===== src/rtl/cam_16b8b.sv =====
// cam_16b8b: 16-bit pixel word to 8-bit byte serialiser.
// Words enter a small FIFO on a valid/ready handshake and leave as two
// consecutive bytes with a byte-enable, high byte first.
// Optional build macro CAM_16B8B_SWAP_EN: emit the low byte first instead.
`timescale 1ns/1ps

module cam_16b8b #(
  parameter int          FIFO_DEPTH = 4,
  parameter logic [7:0]  IDLE_BYTE  = 8'h00
) (
  input  logic                          pixel_clk,
  input  logic                          rst_n,
  input  logic [15:0]                   data_i,
  input  logic                          data_de_i,
  output logic                          data_rdy_o,
  input  logic                          flush_i,
  output logic [7:0]                    data_o,
  output logic                          data_de_o,
  output logic [$clog2(FIFO_DEPTH):0]   level_o
);

  localparam int PW = $clog2(FIFO_DEPTH);
  localparam int LW = PW + 1;

  // State names the byte currently presented on data_o.
  typedef enum logic [1:0] {
    S_IDLE = 2'd0,
    S_HI   = 2'd1,
    S_LO   = 2'd2
  } state_t;

  state_t         state_reg, state_next;
  logic [15:0]    mem [FIFO_DEPTH];
  logic [PW-1:0]  wr_ptr_reg, rd_ptr_reg;
  logic [LW-1:0]  level_reg;
  logic [7:0]     hold_reg;
  logic [7:0]     data_next;
  logic           de_next;
  logic           push, pop;
  logic [15:0]    head;
  logic [7:0]     head_first, head_second;

  assign head       = mem[rd_ptr_reg];
  assign level_o    = level_reg;
  assign data_rdy_o = (level_reg != LW'(FIFO_DEPTH));
  // A flush discards any word offered at the same edge.
  assign push       = data_de_i && data_rdy_o && !flush_i;

`ifdef CAM_16B8B_SWAP_EN
  assign head_first  = head[7:0];
  assign head_second = head[15:8];
`else
  assign head_first  = head[15:8];
  assign head_second = head[7:0];
`endif

  // FIFO storage: plain write port, no reset needed on the contents.
  always_ff @(posedge pixel_clk) begin
    if (push) begin
      mem[wr_ptr_reg] <= data_i;
    end
  end

  // FIFO pointers and occupancy; flush empties everything at once.
  always_ff @(posedge pixel_clk or negedge rst_n) begin
    if (!rst_n) begin
      wr_ptr_reg <= '0;
      rd_ptr_reg <= '0;
      level_reg  <= '0;
    end else if (flush_i) begin
      wr_ptr_reg <= '0;
      rd_ptr_reg <= '0;
      level_reg  <= '0;
    end else begin
      if (push) wr_ptr_reg <= wr_ptr_reg + PW'(1);
      if (pop)  rd_ptr_reg <= rd_ptr_reg + PW'(1);
      case ({push, pop})
        2'b10:   level_reg <= level_reg + LW'(1);
        2'b01:   level_reg <= level_reg - LW'(1);
        default: level_reg <= level_reg;
      endcase
    end
  end

  // Next-state and next-output decode; pops only when a word boundary is reached.
  always_comb begin
    state_next = state_reg;
    data_next  = IDLE_BYTE;
    de_next    = 1'b0;
    pop        = 1'b0;
    if (flush_i) begin
      state_next = S_IDLE;
    end else begin
      case (state_reg)
        S_HI: begin
          data_next  = hold_reg;
          de_next    = 1'b1;
          state_next = S_LO;
        end
        default: begin
          if (level_reg != '0) begin
            pop        = 1'b1;
            data_next  = head_first;
            de_next    = 1'b1;
            state_next = S_HI;
          end else begin
            state_next = S_IDLE;
          end
        end
      endcase
    end
  end

  // State, output byte and the pending second byte of the current word.
  always_ff @(posedge pixel_clk or negedge rst_n) begin
    if (!rst_n) begin
      state_reg <= S_IDLE;
      data_o    <= IDLE_BYTE;
      data_de_o <= 1'b0;
      hold_reg  <= '0;
    end else begin
      state_reg <= state_next;
      data_o    <= data_next;
      data_de_o <= de_next;
      if (pop) hold_reg <= head_second;
    end
  end

endmodule


===== config.mk =====
export PLATFORM = sky130hd
export DESIGN_NAME = cam_16b8b
export DESIGN_NICKNAME = d
export VERILOG_FILES = /design/src/rtl/cam_16b8b.sv
export SDC_FILE = /design/constraint.sdc
export NUM_CORES = 1
export LEC_CHECK = 0
export ABC_AREA = 1
export CORE_MARGIN = 2
export CORE_UTILIZATION = 30
export DETAILED_ROUTE_END_ITERATION = 10
export PLACE_DENSITY = 0.54
export SLEW_MARGIN = 10
export SYNTH_ARGS = -nofsm -noshare
export SYNTH_HDL_FRONTEND = slang
export SYNTH_SLANG_ARGS = --single-unit

===== constraint.sdc =====
create_clock -name pixel_clk -period 1.9 [get_ports pixel_clk]
set_clock_uncertainty 0.05 [all_clocks]
set_input_delay 0.38 -clock pixel_clk [delete_from_list [all_inputs] [get_ports pixel_clk]]
set_output_delay 0.38 -clock pixel_clk [all_outputs]
set_load 0.02 [all_outputs]

# Word-level counts from Yosys, hierarchy flattened
# Memory sizes are Yosys's and may differ from the RTL's.
# Cells that the tools add are included.
# totals
ff_bits	26
latchBits	0
mem_bits_rw	64
romBits	0
inputBits	20
out_inout_bits	13
wordCells	42
memories	1
# op_classes
addsub	4
mul	0
div_mod_pow	0
magnitude_cmp	0
n_eq_ne	4
shifts	0
mux	19
bitwise	0
reduce_logical	7
# mem_list
name	depth	width	read_ports	rd_clocked_by_memory_dff	wr	line	text
mem	4	16	1	0	1	33	logic [15:0] mem [FIFO_DEPTH];
# op_table
cell	count
8-bit two-way mux	3
2-bit two-way mux	6
1-bit two-way mux	8
3-bit one-hot mux with 2 select lines	1
3-bit nonzero test	2
2-bit by 1-bit adder with 2-bit output (second input constant)	2
2-bit by 1-bit == test with 1-bit output (second input constant)	2
2-bit nonzero test	2
3-bit by 1-bit adder with 3-bit output (second input constant)	1
3-bit two-way mux	1
3-bit != test (second input constant)	1
3-bit by 1-bit subtractor with 3-bit output (second input constant)	1
2-bit == test (second input constant)	1
1-bit logical AND	2
1-bit zero test	1

# Depth between registers and ports, before layout
# Gate-level depths: netlist of the first run.
# depth
word_depth	7
depth_mapped	12

# Worst setup path before layout of the first run
# No wires, ideal clock.
# synth_timing
path_type	flip-flop to flip-flop
from	reg level_reg[0], in the netlist level_o[0]
to	mem mem[0][0] (enable)
t_arrival_ps	1834
required_ps	1461
slack_ps	-373
stages_incl_launch_ff	7
period_less_slack_ps	2273
path_cell_list	dfrtp_1 > nor2_4 > nand2_2 > nand2_4 > nor2_1 > inv_2 > nor2_1
# synth_between
elab_chain_len	5
# synth_lines
item	line	text
start, declared	35	logic [LW-1:0] level_reg;
start signal, assigned	78	2'b10: level_reg <= level_reg + LW'(1);
start signal, assigned	79	2'b01: level_reg <= level_reg - LW'(1);
start signal, assigned	80	default: level_reg <= level_reg;
3-bit != test	45	assign data_rdy_o = (level_reg != LW'(FIFO_DEPTH));
via data_rdy_o	15	output logic data_rdy_o,
1-bit logical AND (2 in a row)	47	assign push = data_de_i && data_rdy_o && !flush_i;
1-bit two-way mux	59	if (push) begin
1-bit two-way mux (not written as such)	60	mem[wr_ptr_reg] <= data_i;
end, declared	33	
# The timed path passes the listed nets, and every way through them passes these cells.

# Worst setup path after layout of the first run
# layout_timing
from	reg level_reg[1], in the netlist level_o[1]
to	out data_rdy_o
# layout_between
elab_chain_len	1
# layout_lines
item	line
3-bit != test	45
end, declared	15
# No other way between the ends.

==> reports/qor.yml, run 1 <==
clk_latency_ns: 0.34
routed-wl-met2_mm: 3.36
dp_hpwl_mm: 4.54
setup_ws_ns: 0.109
p_per_area_nw_per_um2: 1360
vias_per_cell: 4.34
num_vias: 2209
core_area_um2: 12100
required_ns: 1.47
syn-cell-area_um2: 3760
io_buffers: 32
detailedRoute.firstPassIterationCount: 4
clockRootBuffer: "clkbuf_16"
slew_headroom: 0.640
globalRouteOverflowTotal: 0
syn_avg_cell_area_um2: 13.1
cts_max_level: 3
critPathKind: "reg -> out"
status: "completed"
drt-met1-wl_mm: 3.41
grt_pass1_vias: 2169
critPathSlowestCell: "dfrtp_2"
finalNonFillerCells: 509
crit_chain: "nor2_4, nand2_2, dlygate4sd2_1"
drive_gt1_frac: 0.279
cts.sinks: 90
dieArea_um2: 13400
rsz0062_at_grt: "no"
fillers: 1186
io_pins: 33
wl_met3_um: 228
gp_congestion: 0.770
hold_buffers: 0
dp.cells: 492
vdd_drop_max_mv: 0.395
cts_made_buffers: 9
die_h_um: 116
ant_nets: 0
maxCapViolations: 0
worst_pin_slew_ns: 0.539
grt_util_all_layers: 0.114
ys_seq_area_frac: 0.684
syn-num-nets: 312
drc_errors: 0
syn_to_final_growth_pct: 25.8
netlist-cell-type-count: 28
post-route-period-util: 0.942
wl_per_cell_um: 13.9
report.final.slew_viol_count: 0
yosysWarnings: 0
antenna_cells: 0
nNetsFinal: 361
start_kind: "register"
layout_min_cycle_time_ns: 1.79
rows: 40
arrival_ns: 1.36
hold_path.class: "in -> async"
synthCells: 287
antenna_found_initial: 0
largest_reg_flops: 64
cts_buffer_depth: 2
cts_tree: "built"
drtIter0Drc: 104
r2r_cells: 11
clock.fmax_ghz: 0.558
dp_slack_ns: -0.212
die_w_um: 116
top_layer: "met4"
final_hold_viol_count: 0
grt_pass1_wl_mm: 11.4
grt_max_degree: 35
finalWirelength_mm: 7.09
synth-seq-cells: 90
critPathMaxStageDelay_ns: 0.42
start_util: 0.310
cp-end-kind: "output port"
setup_viol: 0
p_leak_nw: 1.79
critPathMaxFanout: 4
cts.clk_slew.worst_paths_ns: 0.07
## layout make-up
| cell class | instances | area, µm² | area share |
|---|---|---|---|
| clock buffers | 9 | 225 | 0.0476 |
| clock inverters | 7 | 71.3 | 0.0151 |
| inverters | 26 | 105 | 0.0222 |
| multi-input cells | 160 | 1020 | 0.215 |
| flip-flops and latches | 90 | 2570 | 0.545 |
| well taps | 168 | 210 | 0.0445 |
| repair buffers | 49 | 526 | 0.111 |
## cell families after synthesis
logic type | share of synthesized area
buffers and inverters | 0.0506
and+or+nand+nor | 0.104
xor gates and xnor gates | 0.00233
AOI/OAI and AO/OA | 0.140
adders and majority gates | 0.0186
DFF | 0.684
## path summary, 6_finish.rpt
kind	startpoint	to	slack [ns]
max in group asynchronous	rst_n	level_o[1]	1.17
max	level_o[1]	data_rdy_o	0.11
min reg2reg	hold_reg[2]	data_o[2]	0.49
min in group pixel_clk	hold_reg[2]	data_o[2]	0.49
max reg2reg	level_o[1]	level_o[2]	0.15
min	rst_n	data_o[1]	0.36
## cell usage after synthesis, drive strengths merged
master,count,area share
edfxtp,64,0.51
inv,26,0.028
a21oi,3,0.0080
nand3,3,0.0087
nand2,37,0.052
nor2,42,0.044
fa,1,0.0053
a31oi,1,0.0017
xnor2,1,0.0023
dfrtp,26,0.17
o22ai,16,0.045
ha,4,0.013
o21ai,52,0.085
buf,11,0.023
## routing by layer
metal,GRT usage,vias up
met2,0.178,37
met4,0.0476,0
met1,0.156,1070
li1,-,1094
met3,0.0230,8
met5,0,-
## layout by cell type, fill, tap and decap left out, types with 4 or more instances in the layout
cell             count
edfxtp_1            64
nor2_1              37
o21ai_0             29
clkdlybuf4s50_1     28
dfrtp_1             24
nand2_1             21
inv_1               19
o21ai_2             16
nand2_2             13
o22ai_2             11
buf_4               11
clkbuf_16            9
o21ai_1              7
buf_12               6
inv_2                5
o22ai_1              5
nor2_2               4
ha_1                 4
## timing repair
item,CTS,global route
setup endpoints to repair,2,2
buffers inserted,0,1
resized for setup,2,4
pin swaps,0,2
## critical path, delay by kind of cell (launching register included)
kind / cells / cell delay (ns)
flops: 1 / 0.42
buf+inv: 1 / 0.33
simple gates: 2 / 0.27
## power breakdown
group | switching, W | leakage (nW) | internal, W
Sequential | 0.000116 | 0.915 | 0.00242
Clock | 0.000799 | 0.147 | 0.000930
Combinational | 0.00132 | 0.726 | 0.000870
Total | 0.00223 | 1.79 | 0.00422
## metrics by stage
stage	area (µm²)	setup TNS [ns]	power, W	hold slack (ns)	util
finish	4730	0	0.00645	0.356	0.390
floorplan	3770	-1.97	0.00407	0.0344	-
global route	4730	0	0.00686	0.395	0.390
CTS	4710	0	0.00651	0.367	0.389
detailed placement	4410	-11.80	0.00477	0.469	0.364
global placement	4410	-12.70	0.00477	0.464	0.364
Note: power is estimated with default switching activity, not from simulation.
==> run 2: changes to the inputs <==
--- a/config.mk
+++ b/config.mk
@@ -10,7 +10,7 @@
 export CORE_UTILIZATION = 30
 export DETAILED_ROUTE_END_ITERATION = 10
 export PLACE_DENSITY = 0.54
-export SLEW_MARGIN = 10
+export SLEW_MARGIN = 20
 export SYNTH_ARGS = -nofsm -noshare
 export SYNTH_HDL_FRONTEND = slang
 export SYNTH_SLANG_ARGS = --single-unit
==> results of run 2 <==
No change in the layout: final DEF, timing and power equal those of run 1.
==> run 3: changes to the inputs <==
--- a/config.mk
+++ b/config.mk
@@ -9,7 +9,8 @@
 export CORE_MARGIN = 2
 export CORE_UTILIZATION = 30
 export DETAILED_ROUTE_END_ITERATION = 10
-export PLACE_DENSITY = 0.54
+export DONT_BUFFER_PORTS = 1
+export PLACE_DENSITY = 0.5
 export SLEW_MARGIN = 20
 export SYNTH_ARGS = -nofsm -noshare
 export SYNTH_HDL_FRONTEND = slang
==> run 3 against run 2 <==
Sequential power rose by 6%. Sequential cell count did not move. Fmax rose by 1.8%. Clock power rose by 3%. Power fell by 3.3%. Hold slack got worse by 0.31 ns. Register-to-register slack barely moved. Sequential share of layout area rose by 4.1 points. Via count fell by 6.1%.
==> reports/qor.yml, run 3 (synthesized netlist as in run 1, its figures left out) <==
slew_headroom: 0.725  # +0.0852
grt_pass1_vias: 2168  # -0.046%
worst_pin_slew_ns: 0.412  # -0.127 ns
dieArea_um2: 13400  # unchanged
design_area_um2: 4400  # -7.0%
drive_gt1_frac: 0.304  # +0.0256
crit_path_start: "level_o[1]"
start_util: 0.310  # unchanged
dp_slack_ns: 0.0910  # +0.303 ns
clk_latency_ns: 0.34  # about the same
setup_viol: 0  # unchanged
nNetsFinal: 329  # -8.9%
post-route-period-util: 0.926  # -0.0169
seqPwrFrac: 0.428  # +0.035
p_clk_frac: 0.286  # +0.018
grt_max_degree: 27  # -23%
gp_congestion: 0.729  # -5.3%
report.final.slew_viol_count: 0  # unchanged
clockRootBuffer: "clkbuf_16"
dpl_cell_area_um2: 4060  # -8.0%
hold_slack_ns: 0.0461  # -0.310 ns
drc_errors: 0  # unchanged
antenna_found_initial: 0  # unchanged
cts.clk_slew.worst_paths_ns: 0.06  # about the same
rsz0062_at_grt: "no"
num_vias: 2075  # -6.1%
start_kind: "register"
grt_util_all_layers: 0.123  # +0.00912
ant_nets: 0  # unchanged
required_ns: 2.09  # +0.62 ns
switchingPower_w: 0.00215  # -3.7%
finalWirelength_mm: 7.39  # +4.2%
drtIter0Drc: 89  # -14%
critPathMaxFanout: 4  # unchanged
wl_met3_um: 352  # +54%
arrival_ns: 1.94  # +0.58 ns
hold_path.class: "in -> reg"
grt_pass1_wl_mm: 12.0  # +4.5%
setup_ws_ns: 0.142  # +0.0321 ns
power_frac_comb: 0.286  # -0.053
cts_made_buffers: 9  # unchanged
final_common_cell: "edfxtp_1"
top_layer: "met4"
routed-wl-met2_mm: 3.35  # -0.24%
multiInputGateArea_um2: 1020  # unchanged
reg2reg_from: "level_o[1]"
io_pins: 33  # unchanged
core_area_um2: 12100  # unchanged
vdd_drop_max_mv: 0.369  # -6.5%
final_hold_viol_count: 0  # unchanged
wl_per_cell_um: 15.5  # +11%
maxCapViolations: 0  # unchanged
drt-met1-wl_mm: 3.50  # +2.8%
critPathKind: "reg -> reg"
syn_to_final_growth_pct: 17.0
layout_min_cycle_time_ns: 1.76  # -0.0321 ns
p_per_area_nw_per_um2: 1420  # +4.0%
vias_per_cell: 4.35  # +0.24%
detailedRoute.firstPassIterationCount: 4  # unchanged
globalRouteOverflowTotal: 0  # unchanged
final.setup.tns_ns: 0  # unchanged
largest_reg_flops: 64  # unchanged
hold_start: "flush_i"
internal_power_w: 0.00409  # -3.0%
die_w_um: 116  # unchanged
status: "completed"
antenna_cells: 0  # unchanged
cts_tree: "built"
cts_max_level: 3  # unchanged
rows: 40  # unchanged
dp_hpwl_mm: 4.77  # +5.1%
clock.fmax_ghz: 0.569  # +1.8%
die_h_um: 116  # unchanged
layout_common_cells: "edfxtp_1 (64), nor2_1 (37), o21ai_0 (29)"
ff_latch_area_um2: 2570  # unchanged
io_buffers: 0  # -100%
p_leak_nw: 1.62  # -9.3%
fillers: 1187  # +0.084%
cts_buffer_depth: 2  # unchanged
cp-end-kind: "register"
switching_share: 0.345  # -0.00162
cts.sinks: 90  # unchanged
[run 3: cell count changes in the layout (fill, tap and decap cells not counted), moves of 2 or more]
cell	change
clkdlybuf4s50_1	-28
dlymetal6s2s_1	-2
inv_8	-3
clkinvlp_4	+2
dlygate4sd2_1	-2
[run 3: layer usage]
metal | global-route usage | vias to the layer above
met5 | 0 | -
met1 | 0.159 | 1002
met3 | 0.0324 | 10
met2 | 0.190 | 34
met4 | 0.0667 | 0
li1 | - | 1029
[run 3: worst max-delay path, stage by stage (launching register included)]
cell	delay (ns)
dfrtp_2	0.42
nor2_4	0.17
a21oi_4	0.09
nand3_4	0.08
inv_1	0.06
fa_2	0.35
xnor2_2	0.18
inv_1	0.05
nand2_1	0.06
nand2_1	0.04
nand2_1	0.05
nand2_1	0.04
[run 3: what timing repair did]
item / CTS / global route
setup buffers: 0 / 0
hold buffers: 2 / 0
hold endpoints to repair: 26 / 0
resized for setup: 0 / 2
setup endpoints to repair: 0 / 1
[run 3: cell type report]
| cell class | count | share of cell area |
|---|---|---|
| timing repair buffer | 17 | 0.0438 |
| clock inverter | 7 | 0.0171 |
| tap | 168 | 0.0478 |
| sequential | 90 | 0.585 |
| multi-input combinational | 160 | 0.231 |
| clock buffer | 9 | 0.0512 |
| inverter | 26 | 0.0239 |
[run 3: path summary, 6_finish.rpt]
check | endpoint | slack (ns) | depth (start not counted)
min in group asynchronous | hold_reg[1] | 0.45 | 2
max in group asynchronous | level_o[1] | 1.18 | 2
worst max-delay path | level_o[2] | 0.14 | 11
worst min-delay path | data_de_o | 0.05 | 1
worst max register to register | level_o[2] | 0.14 | 11
worst min register to register | hold_reg[2] | 0.48 | 2
[run 3: power groups by stage]
stage / Sequential (W) / Combinational (W) / Clock [W]
5_1_grt: 0.00270 / 0.00199 / 0.00191
6_report: 0.00267 / 0.00179 / 0.00178
4_1_cts: 0.00268 / 0.00181 / 0.00182
2_1_floorplan: 0.00271 / 0.00137 / 0
3_3_place_gp: 0.00272 / 0.00178 / 0
3_5_place_dp: 0.00272 / 0.00178 / 0
[run 3: metrics by stage]
stage	total power, W	utilization	instances
2_1_floorplan	0.00407	-	287
3_3_place_gp	0.00449	0.335	459
3_5_place_dp	0.00450	0.335	459
4_1_cts	0.00631	0.362	477
5_1_grt	0.00660	0.363	477
6_report	0.00624	0.363	477
